===== src/rtl/vga_timing_pkg.sv =====
// Shared types and helpers for the parametrised VGA timing engine.
package vga_timing_pkg;

  typedef enum logic [1:0] {
    ZOOM_1X  = 2'd0,
    ZOOM_2X  = 2'd1,
    ZOOM_4X  = 2'd2,
    ZOOM_RSV = 2'd3
  } zoomModeT;

  // Reserved mode falls back to 1x.
  function automatic logic [1:0] zoomShift(input zoomModeT mode);
    case (mode)
      ZOOM_2X: return 2'd1;
      ZOOM_4X: return 2'd2;
      default: return 2'd0;
    endcase
  endfunction

  function automatic int lineTotal(input int front, input int sync, input int back, input int active);
    return front + sync + back + active;
  endfunction

  function automatic int activeStart(input int front, input int sync, input int back);
    return front + sync + back;
  endfunction

endpackage


===== src/rtl/vga_timing_engine_hv_counter.sv =====
// Free-running H/V raster counters with frame strobe and frame counter.
module vga_hv_counter #(
  parameter int CNT_W   = 13,
  parameter int FRAME_W = 16,
  parameter int H_TOTAL = 800,
  parameter int V_TOTAL = 525
) (
  input  logic               iCLK,
  input  logic               iRST_N,
  output logic [CNT_W-1:0]   oH,
  output logic [CNT_W-1:0]   oV,
  output logic [CNT_W-1:0]   oHNext,
  output logic [CNT_W-1:0]   oVNext,
  output logic               oFrameStart,
  output logic [FRAME_W-1:0] oFrameCnt
);

  localparam logic [CNT_W-1:0] H_LAST = CNT_W'(H_TOTAL - 1);
  localparam logic [CNT_W-1:0] V_LAST = CNT_W'(V_TOTAL - 1);
  localparam logic [CNT_W-1:0] ONE    = CNT_W'(1);

  logic [CNT_W-1:0] hR, vR;
  logic             atOrigin;

  // Next raster position; V only advances on the last pixel of a line.
  always_comb begin
    oHNext   = hR + ONE;
    oVNext   = vR;
    atOrigin = (hR == '0) && (vR == '0);
    if (hR == H_LAST) begin
      oHNext = '0;
      if (vR == V_LAST) begin
        oVNext = '0;
      end else begin
        oVNext = vR + ONE;
      end
    end else begin
      oHNext = hR + ONE;
    end
  end

  // Raster position and per-frame bookkeeping.
  always_ff @(posedge iCLK) begin
    if (!iRST_N) begin
      hR          <= '0;
      vR          <= '0;
      oFrameStart <= 1'b0;
      oFrameCnt   <= '0;
    end else begin
      hR          <= oHNext;
      vR          <= oVNext;
      oFrameStart <= atOrigin;
      if (atOrigin) begin
        oFrameCnt <= oFrameCnt + FRAME_W'(1);
      end else begin
        oFrameCnt <= oFrameCnt;
      end
    end
  end

  assign oH = hR;
  assign oV = vR;

endmodule


===== src/rtl/vga_timing_engine.sv =====
// Parametrised VGA timing generator with integer zoom, line-buffer FIFO
// handshakes and a frame counter for frame-synchronous updates.
module vga_timing_engine
  import vga_timing_pkg::*;
#(
  parameter int COLOR_W    = 8,
  parameter int H_FRONT    = 16,
  parameter int H_SYNC     = 96,
  parameter int H_BACK     = 48,
  parameter int H_ACTIVE   = 640,
  parameter int V_FRONT    = 10,
  parameter int V_SYNC     = 2,
  parameter int V_BACK     = 33,
  parameter int V_ACTIVE   = 480,
  parameter int HSYNC_POL  = 1,
  parameter int VSYNC_POL  = 1,
  parameter int LOAD_H_POS = 2,
  parameter int CNT_W      = 13,
  parameter int FRAME_W    = 16
) (
  input  logic               iCLK,
  input  logic               iRST_N,
  input  logic [1:0]         iZOOM_MODE,
  input  logic [COLOR_W-1:0] iData_R,
  input  logic [COLOR_W-1:0] iData_G,
  input  logic [COLOR_W-1:0] iData_B,
  output logic               oFIFO_RCLK,
  output logic               oFIFO_REQ,
  output logic               oFIFO_LOAD_REQ,
  output logic [CNT_W-1:0]   oFIFO_LOAD_VLINE,
  output logic               oFIFO_CLEAR,
  output logic [COLOR_W-1:0] oVGA_R,
  output logic [COLOR_W-1:0] oVGA_G,
  output logic [COLOR_W-1:0] oVGA_B,
  output logic               oVGA_H_SYNC,
  output logic               oVGA_V_SYNC,
  output logic               oVGA_SYNC_N,
  output logic               oVGA_BLANK_N,
  output logic               oVGA_CLK,
  output logic               oFRAME_START,
  output logic [FRAME_W-1:0] oFRAME_CNT
);

  localparam int H_TOTAL = lineTotal(H_FRONT, H_SYNC, H_BACK, H_ACTIVE);
  localparam int V_TOTAL = lineTotal(V_FRONT, V_SYNC, V_BACK, V_ACTIVE);
  localparam int X_START = activeStart(H_FRONT, H_SYNC, H_BACK);
  localparam int Y_START = activeStart(V_FRONT, V_SYNC, V_BACK);

  localparam logic [CNT_W-1:0] HS_BEGIN  = CNT_W'(H_FRONT);
  localparam logic [CNT_W-1:0] HS_END    = CNT_W'(H_FRONT + H_SYNC);
  localparam logic [CNT_W-1:0] VS_BEGIN  = CNT_W'(V_FRONT);
  localparam logic [CNT_W-1:0] VS_END    = CNT_W'(V_FRONT + V_SYNC);
  localparam logic [CNT_W-1:0] X_BEGIN   = CNT_W'(X_START);
  localparam logic [CNT_W-1:0] X_END     = CNT_W'(X_START + H_ACTIVE);
  localparam logic [CNT_W-1:0] REQ_BEGIN = CNT_W'(X_START - 1);
  localparam logic [CNT_W-1:0] REQ_END   = CNT_W'(X_START + H_ACTIVE - 1);
  localparam logic [CNT_W-1:0] Y_BEGIN   = CNT_W'(Y_START);
  localparam logic [CNT_W-1:0] Y_END     = CNT_W'(Y_START + V_ACTIVE);
  localparam logic [CNT_W-1:0] Y_LAST    = CNT_W'(Y_START + V_ACTIVE - 1);
  localparam logic [CNT_W-1:0] LOAD_A    = CNT_W'(LOAD_H_POS);
  localparam logic [CNT_W-1:0] LOAD_B    = CNT_W'(LOAD_H_POS + 1);
  localparam logic [CNT_W-1:0] ONE       = CNT_W'(1);
  localparam logic             HS_ON     = 1'(HSYNC_POL);
  localparam logic             VS_ON     = 1'(VSYNC_POL);

  if (H_TOTAL >= (1 << CNT_W)) begin : gHTotalTooWide
    $error("H_TOTAL does not fit in CNT_W bits");
  end
  if (V_TOTAL >= (1 << CNT_W)) begin : gVTotalTooWide
    $error("V_TOTAL does not fit in CNT_W bits");
  end
  if ((H_ACTIVE % 4 != 0) || (V_ACTIVE % 4 != 0)) begin : gActiveNotMul4
    $error("H_ACTIVE and V_ACTIVE must be multiples of 4");
  end
  if (LOAD_H_POS + 1 >= X_START - 1) begin : gLoadTooLate
    $error("load/clear pulse must finish before the first FIFO read");
  end

  logic [CNT_W-1:0]   hCnt, vCnt, hNext, vNext, zoomMask, vlineSet;
  logic [1:0]         zoomShiftR;
  logic               hActive, vActive, active, loadPix, reqSet, loadWin, loadSet, clearSet;
  logic               hSyncP1, vSyncP1, activeP1;
  logic [COLOR_W-1:0] pixRP1, pixGP1, pixBP1;

  vga_hv_counter #(
    .CNT_W   (CNT_W),
    .FRAME_W (FRAME_W),
    .H_TOTAL (H_TOTAL),
    .V_TOTAL (V_TOTAL)
  ) uCounter (
    .iCLK        (iCLK),
    .iRST_N      (iRST_N),
    .oH          (hCnt),
    .oV          (vCnt),
    .oHNext      (hNext),
    .oVNext      (vNext),
    .oFrameStart (oFRAME_START),
    .oFrameCnt   (oFRAME_CNT)
  );

  // Raster decode; load/clear look at the next position so they line up with H.
  always_comb begin
    zoomMask = (ONE << zoomShiftR) - ONE;
    hActive  = (hCnt >= X_BEGIN) && (hCnt < X_END);
    vActive  = (vCnt >= Y_BEGIN) && (vCnt < Y_END);
    active   = hActive && vActive;
    loadPix  = active && (((hCnt - X_BEGIN) & zoomMask) == '0);
    reqSet   = vActive && (hCnt >= REQ_BEGIN) && (hCnt < REQ_END)
               && (((hCnt - REQ_BEGIN) & zoomMask) == '0);
    loadWin  = (hNext == LOAD_A) || (hNext == LOAD_B);
    clearSet = loadWin && (vNext == '0);
    loadSet  = 1'b0;
    vlineSet = '0;
    if (vNext == ONE) begin
      loadSet  = loadWin;
      vlineSet = '0;
    end else if ((vNext >= Y_BEGIN) && (vNext < Y_LAST)) begin
      // Each source line is fetched 2^z times because the reads consume it.
      loadSet  = loadWin;
      vlineSet = (vNext - Y_BEGIN + ONE) >> zoomShiftR;
    end else begin
      loadSet  = 1'b0;
      vlineSet = '0;
    end
  end

  // Zoom latch and first pipeline stage (syncs, active flag, pixel register).
  always_ff @(posedge iCLK) begin
    if (!iRST_N) begin
      zoomShiftR <= 2'd0;
      hSyncP1    <= ~HS_ON;
      vSyncP1    <= ~VS_ON;
      activeP1   <= 1'b0;
      pixRP1     <= '0;
      pixGP1     <= '0;
      pixBP1     <= '0;
    end else begin
      if ((hCnt == '0) && (vCnt == '0)) begin
        zoomShiftR <= zoomShift(zoomModeT'(iZOOM_MODE));
      end else begin
        zoomShiftR <= zoomShiftR;
      end
      hSyncP1  <= ((hCnt >= HS_BEGIN) && (hCnt < HS_END)) ? HS_ON : ~HS_ON;
      vSyncP1  <= ((vCnt >= VS_BEGIN) && (vCnt < VS_END)) ? VS_ON : ~VS_ON;
      activeP1 <= active;
      if (loadPix) begin
        pixRP1 <= iData_R;
        pixGP1 <= iData_G;
        pixBP1 <= iData_B;
      end else begin
        pixRP1 <= pixRP1;
        pixGP1 <= pixGP1;
        pixBP1 <= pixBP1;
      end
    end
  end

  // Second pipeline stage and FIFO handshakes.
  always_ff @(posedge iCLK) begin
    if (!iRST_N) begin
      oVGA_H_SYNC      <= ~HS_ON;
      oVGA_V_SYNC      <= ~VS_ON;
      oVGA_BLANK_N     <= 1'b0;
      oVGA_R           <= '0;
      oVGA_G           <= '0;
      oVGA_B           <= '0;
      oFIFO_REQ        <= 1'b0;
      oFIFO_LOAD_REQ   <= 1'b0;
      oFIFO_LOAD_VLINE <= '0;
      oFIFO_CLEAR      <= 1'b1;
    end else begin
      oVGA_H_SYNC      <= hSyncP1;
      oVGA_V_SYNC      <= vSyncP1;
      oVGA_BLANK_N     <= activeP1;
      oVGA_R           <= activeP1 ? pixRP1 : '0;
      oVGA_G           <= activeP1 ? pixGP1 : '0;
      oVGA_B           <= activeP1 ? pixBP1 : '0;
      oFIFO_REQ        <= reqSet;
      oFIFO_LOAD_REQ   <= loadSet;
      oFIFO_LOAD_VLINE <= vlineSet;
      oFIFO_CLEAR      <= clearSet;
    end
  end

  assign oFIFO_RCLK  = ~iCLK;
  assign oVGA_CLK    = ~iCLK;
  assign oVGA_SYNC_N = 1'b0;

endmodule


===== config.mk =====
export PLATFORM = sky130hd
export DESIGN_NAME = vga_timing_engine
export DESIGN_NICKNAME = d
export VERILOG_FILES = /design/src/rtl/vga_timing_pkg.sv /design/src/rtl/vga_timing_engine_hv_counter.sv /design/src/rtl/vga_timing_engine.sv
export SDC_FILE = /design/constraint.sdc
export NUM_CORES = 1
export LEC_CHECK = 0
export ABC_AREA = 1
export CAP_MARGIN = 20
export CORE_MARGIN = 10
export CORE_UTILIZATION = 40
export DETAILED_ROUTE_END_ITERATION = 16
export PLACE_DENSITY = 0.73
export SYNTH_ARGS = -nofsm -noshare
export SYNTH_HDL_FRONTEND = slang
export SYNTH_SLANG_ARGS = --single-unit

===== constraint.sdc =====
create_clock -name iCLK -period 6.6 [get_ports iCLK]
set_clock_uncertainty 0.1 [all_clocks]
set_input_delay 1.65 -clock iCLK [delete_from_list [all_inputs] [get_ports iCLK]]
set_output_delay 1.65 -clock iCLK [all_outputs]
set_load 0.005 [all_outputs]

### After elaboration in Yosys (flattened, before gate mapping)

Index checks and enable logic that the tools add are counted.

| storage, ports and cells | value |
|---|---|
| output and inout port bits | 63 |
| register bits after elaboration | 115 |
| input port bits | 28 |
| word-level logic and storage cells | 83 |

| operators by class | value |
|---|---|
| shifts and indexed selects | 2 |
| equality and inequality tests | 7 |
| bitwise logic cells | 5 |
| reduce and logical (&&, ||, !) cells | 20 |
| multiplexer cells | 8 |
| $add $sub $neg | 8 |
| magnitude comparators | 12 |

Operators with widths:

| kind | count |
|---|---|
| $logic_not A13 Y1 | 5 |
| $lt A13 B10 Y1 const B | 4 |
| $add A13 B1 Y13 const B | 3 |
| $mux W13 | 3 |
| $and A13 B13 Y13 | 2 |
| $eq A13 B10 Y1 const B | 2 |
| $eq A13 B2 Y1 const B | 2 |
| $ge A13 B6 Y1 const B | 2 |
| $ge A13 B8 Y1 const B | 2 |
| $sub A13 B8 Y13 const B | 2 |
| $add A16 B1 Y16 const B | 1 |
| $eq A13 B1 Y1 const B | 1 |
| $ge A13 B4 Y1 const B | 1 |
| $ge A13 B5 Y1 const B | 1 |
| $lt A13 B4 Y1 const B | 1 |
| $lt A13 B7 Y1 const B | 1 |
| $shl A1 B2 Y13 const A | 1 |
| $shr A13 B2 Y13 | 1 |
| $sub A13 B1 Y13 const B | 1 |
| $sub A13 B6 Y13 const B | 1 |
| $logic_and A1 B1 Y1 | 12 |
| $mux W1 | 4 |
| $pmux W2 S2 | 1 |
| $not A1 Y1 | 3 |
| other kinds (5) | 5 |

### Longest topological paths before layout

| depth | value |
|---|---|
| depth in word-level cells | 7 |
| mapped depth | 16 |
| gate-level depth less buffers | 15 |

### Hierarchy

From an unflattened synthesis, not the netlist that was laid out.

| second synthesis, totals | value |
|---|---|
| cell total of the unflattened synthesis | 973 |
| area total of the unflattened synthesis | 6276.0 um^2 |

By module, submodules not included:

| module | cells an instance | sequential area each (um^2) | times used | area each (um^2) |
|---|---|---|---|---|
| vga_timing_engine | 548 | 1441.4 | 1 | 3611.0 |
| vga_hv_counter | 425 | 860.8 | 1 | 2665.1 |

==> results.md <==
* Status: complete, no violations
* First-pass GRT wire length at 23500 µm
* Seq/Total Area, Yosys at 0.412
* Non-Filler Instances at 1063
* P&R area growth vs syn at 29.0%
* Pin count of the biggest net entering global routing at roughly 50
* HP Class: flip-flop to flip-flop
* Post-route DRC at 0
* CP dominant cell by count: clkbuf_16
* Mapped Area at roughly 5600 µm²
* Total die area at roughly 19000 µm²
* Top cells by area, synth: dfxtp_1 41%, nor2_1 11%, nand2_1 7.3%
* Root Driver: clkbuf_16
* Sequential share of power at 0.402
* Initial antenna violation count at 0
* Die Wd at roughly 140 µm
* CTS Buf Count at 17
* Cell with the most instances after synthesis: nor2_1
* IO Count at between 90 and 100
* Pwr Density at approximately 250 nW/µm²
* Syn_area_per_cell at 7.16 µm²
* Crit path largest cell delay at 0.50 ns
* Net Sw Frac at 0.223
* Clock-pin slew on the worst setup and hold paths at ~0.05 ns
* CP required at 4.85 ns
* Slew @ Worst Pin at 0.975 ns
* Predominant post-synthesis flop cell: dfxtp_1
* Drt wl/cell at 13.5 µm
* Share of cells above drive strength 1 at 0.102
* Max_slew headroom at 0.348
* Yosys warns at 0
* Worst Path Max Fanout at 16
* Unrepaired setup endpoints after global routing: no
* #FFs+latches synth at 115
* Distinct cell type count after synthesis at between 40 and 50
* Final #Nets at roughly 910
* Gpl congestion at between 0.9 and 1
* Placed cell count at roughly 1000
* Standard-cell rows at 43
* Worst IR Drop VDD at around 0.00027 V
* Critical Path End Type: output port
* Critical path type: clock port to output port
* Final setup vio count at 0
* Max Cap Viol at 0
* FFs w/ async S/R, synth at 0
* Clock Tree Buf Depth at 2
* CTS tree: yes
* Total negative slack at 0 ns
* Fin. Hold Viols at 0
* Clock power share at 0.544
* Via density at ~5
* Routed Antenna Nets at 0
* Total routed wirelength at around 14000 µm
* Yosys top cell area share at 0.412
* Hold slack at roughly 0.32 ns
* Combinational share of power at 0.054
* Port Buffers at 89
* Max H-tree Level at 4
* Critical Path Start Type: clock port
* Fin. max-slew vios at 0
* Critical-path top delay cell: clkdlybuf4s50_1
* EDFF count, synth at 0
* Die Y at approximately 140 µm
* Leakage at 2.93 nW
* DP HPWL at 10600 µm
* Data arrival, critical path at roughly 4.2 ns
* Cell Chain, Critical Path: clkbuf_16 > clkbuf_16 > inv_1 > clkdlybuf4s50_1
* Post-CTS Setup Repair Bufs at 0
* Mapped Cells at between 700 and 800
* Core area at around 14000 µm²
* GRT overflow at 0
* Gr usage total at 0.147
* Cts repair resizes at 0
* Starting Density at 0.406
* Vias in the first global route at roughly 4800
* Initial DRC Count at about 420
* Pre-Repair DR Iteration Count at 5
* Yosys top cell by area: dfxtp_1
* Int Pwr at approximately 0.0014 W
* Worst-Skew Late Latency at 0.41 ns
* Via count at ~5200
* Commonest cells in the netlist: 159 x nor2_1, 115 x dfxtp_1, 108 x nand2_1
* Switching pwr at 0.000396 W
* ANT cells at 0
* Hold Buf Count CTS at 0
==> worst paths after layout <==
check	startpoint	end	slack, ns	cells past startpoint
min reg2reg	pixBP1[2]	oVGA_B[2]	0.32	2
max	iCLK	oFIFO_RCLK	0.61	4
min	pixBP1[2]	oVGA_B[2]	0.32	2
max reg2reg	zoomShiftR[1]	pixBP1[0]	3.60	8
==> stage by stage <==
stage / instance area (µm²) / setup slack [ns] / utilization / total power [W]
after floorplan: 5600 / 1.39 / - / 0.000792
after global placement: 6600 / 1.03 / 0.479 / 0.000851
after detailed placement: 6600 / 1.03 / 0.479 / 0.000852
after CTS: 7210 / 0.595 / 0.523 / 0.00179
after global routing: 7210 / 0.560 / 0.523 / 0.00184
final: 7210 / 0.612 / 0.523 / 0.00178
==> cells by family after synthesis <==
| group | count (synthesis) | share of synthesized area |
|---|---|---|
| and+or+nand+nor | 413 | 0.341 |
| other | 1 | 0.000671 |
| adders and majority gates | 15 | 0.0336 |
| buffers and inverters | 128 | 0.0949 |
| AOI/OAI and AO/OA | 103 | 0.110 |
| DFF | 115 | 0.412 |
| xor gates and xnor gates | 5 | 0.00784 |
==> placed cells by master, fill, tap and decap left out, types with 2 or more instances in the layout <==
| cell type | instances |
|---|---|
| nand2_1 | 108 |
| nand2_4 | 2 |
| xor2_1 | 4 |
| clkinv_2 | 2 |
| buf_4 | 2 |
| nor3_1 | 16 |
| a31oi_1 | 2 |
| bufinv_16 | 3 |
| conb_1 | 5 |
| clkbuf_16 | 17 |
| o21ai_1 | 3 |
| clkinv_1 | 3 |
| nor2_1 | 158 |
| clkinvlp_4 | 4 |
| o21ai_0 | 20 |
| inv_1 | 96 |
| clkdlybuf4s50_1 | 89 |
| nand3_2 | 7 |
| o21ai_2 | 3 |
| o211ai_1 | 4 |
| nand2_2 | 9 |
| nor2_2 | 13 |
| a21oi_2 | 6 |
| clkbuf_8 | 2 |
| nand3_1 | 67 |
| dfxtp_1 | 115 |
| nand4_1 | 18 |
| o2111ai_1 | 2 |
| inv_2 | 6 |
| nor2_4 | 5 |
| a21oi_1 | 52 |
| ha_1 | 15 |
| nor4_1 | 4 |
==> routing by layer <==
layer,GRT usage,wire length (µm),up-vias
met5,0,0,-
met4,0.0583,277,0
met3,0.0469,874,25
met2,0.241,6790,142
met1,0.174,6430,2363
li1,-,-,2704
==> worst max-delay path, delay by kind of cell <==
kind                   cells  cell delay (ns)
buffers and inverters      4             0.93
==> power groups by stage <==
stage               Sequential, W  Clock (W)  Combinational, W
floorplan                0.000724  0.0000145         0.0000534
global placement         0.000729  0.0000288         0.0000935
detailed placement       0.000729  0.0000288         0.0000948
CTS                      0.000714   0.000982         0.0000954
global route             0.000716    0.00102          0.000107
finish                   0.000715   0.000966         0.0000950
==> flip-flops by register name (all words and copies together) (netlist names) <==
register and count:
pixRP1 8, oFIFO_LOAD_VLINE 13, oFIFO_CLEAR 1, oFIFO_REQ 1, uCounter.oFrameStart 1, oVGA_BLANK_N 1
uCounter.oH 13, uCounter.oFrameCnt 16, oVGA_B 8, oVGA_H_SYNC 1, uCounter.oV 13, oVGA_R 8
oFIFO_LOAD_REQ 1, hSyncP1 1, oVGA_V_SYNC 1, oVGA_G 8, zoomShiftR 2, vSyncP1 1
pixGP1 8, activeP1 1, pixBP1 8
==> cell type report <==
cell class                      count  area (µm²)
Fill cell                        1345        6560
Sequential cell                   115        2300
Clock inverter                     14         159
Multi-Input combinational cell    541        2780
Timing Repair Buffer               89         886
Tap cell                          180         225
Clock buffer                       22         477
Inverter                          102         383
No activity file was read; power rests on OpenSTA's default activity.
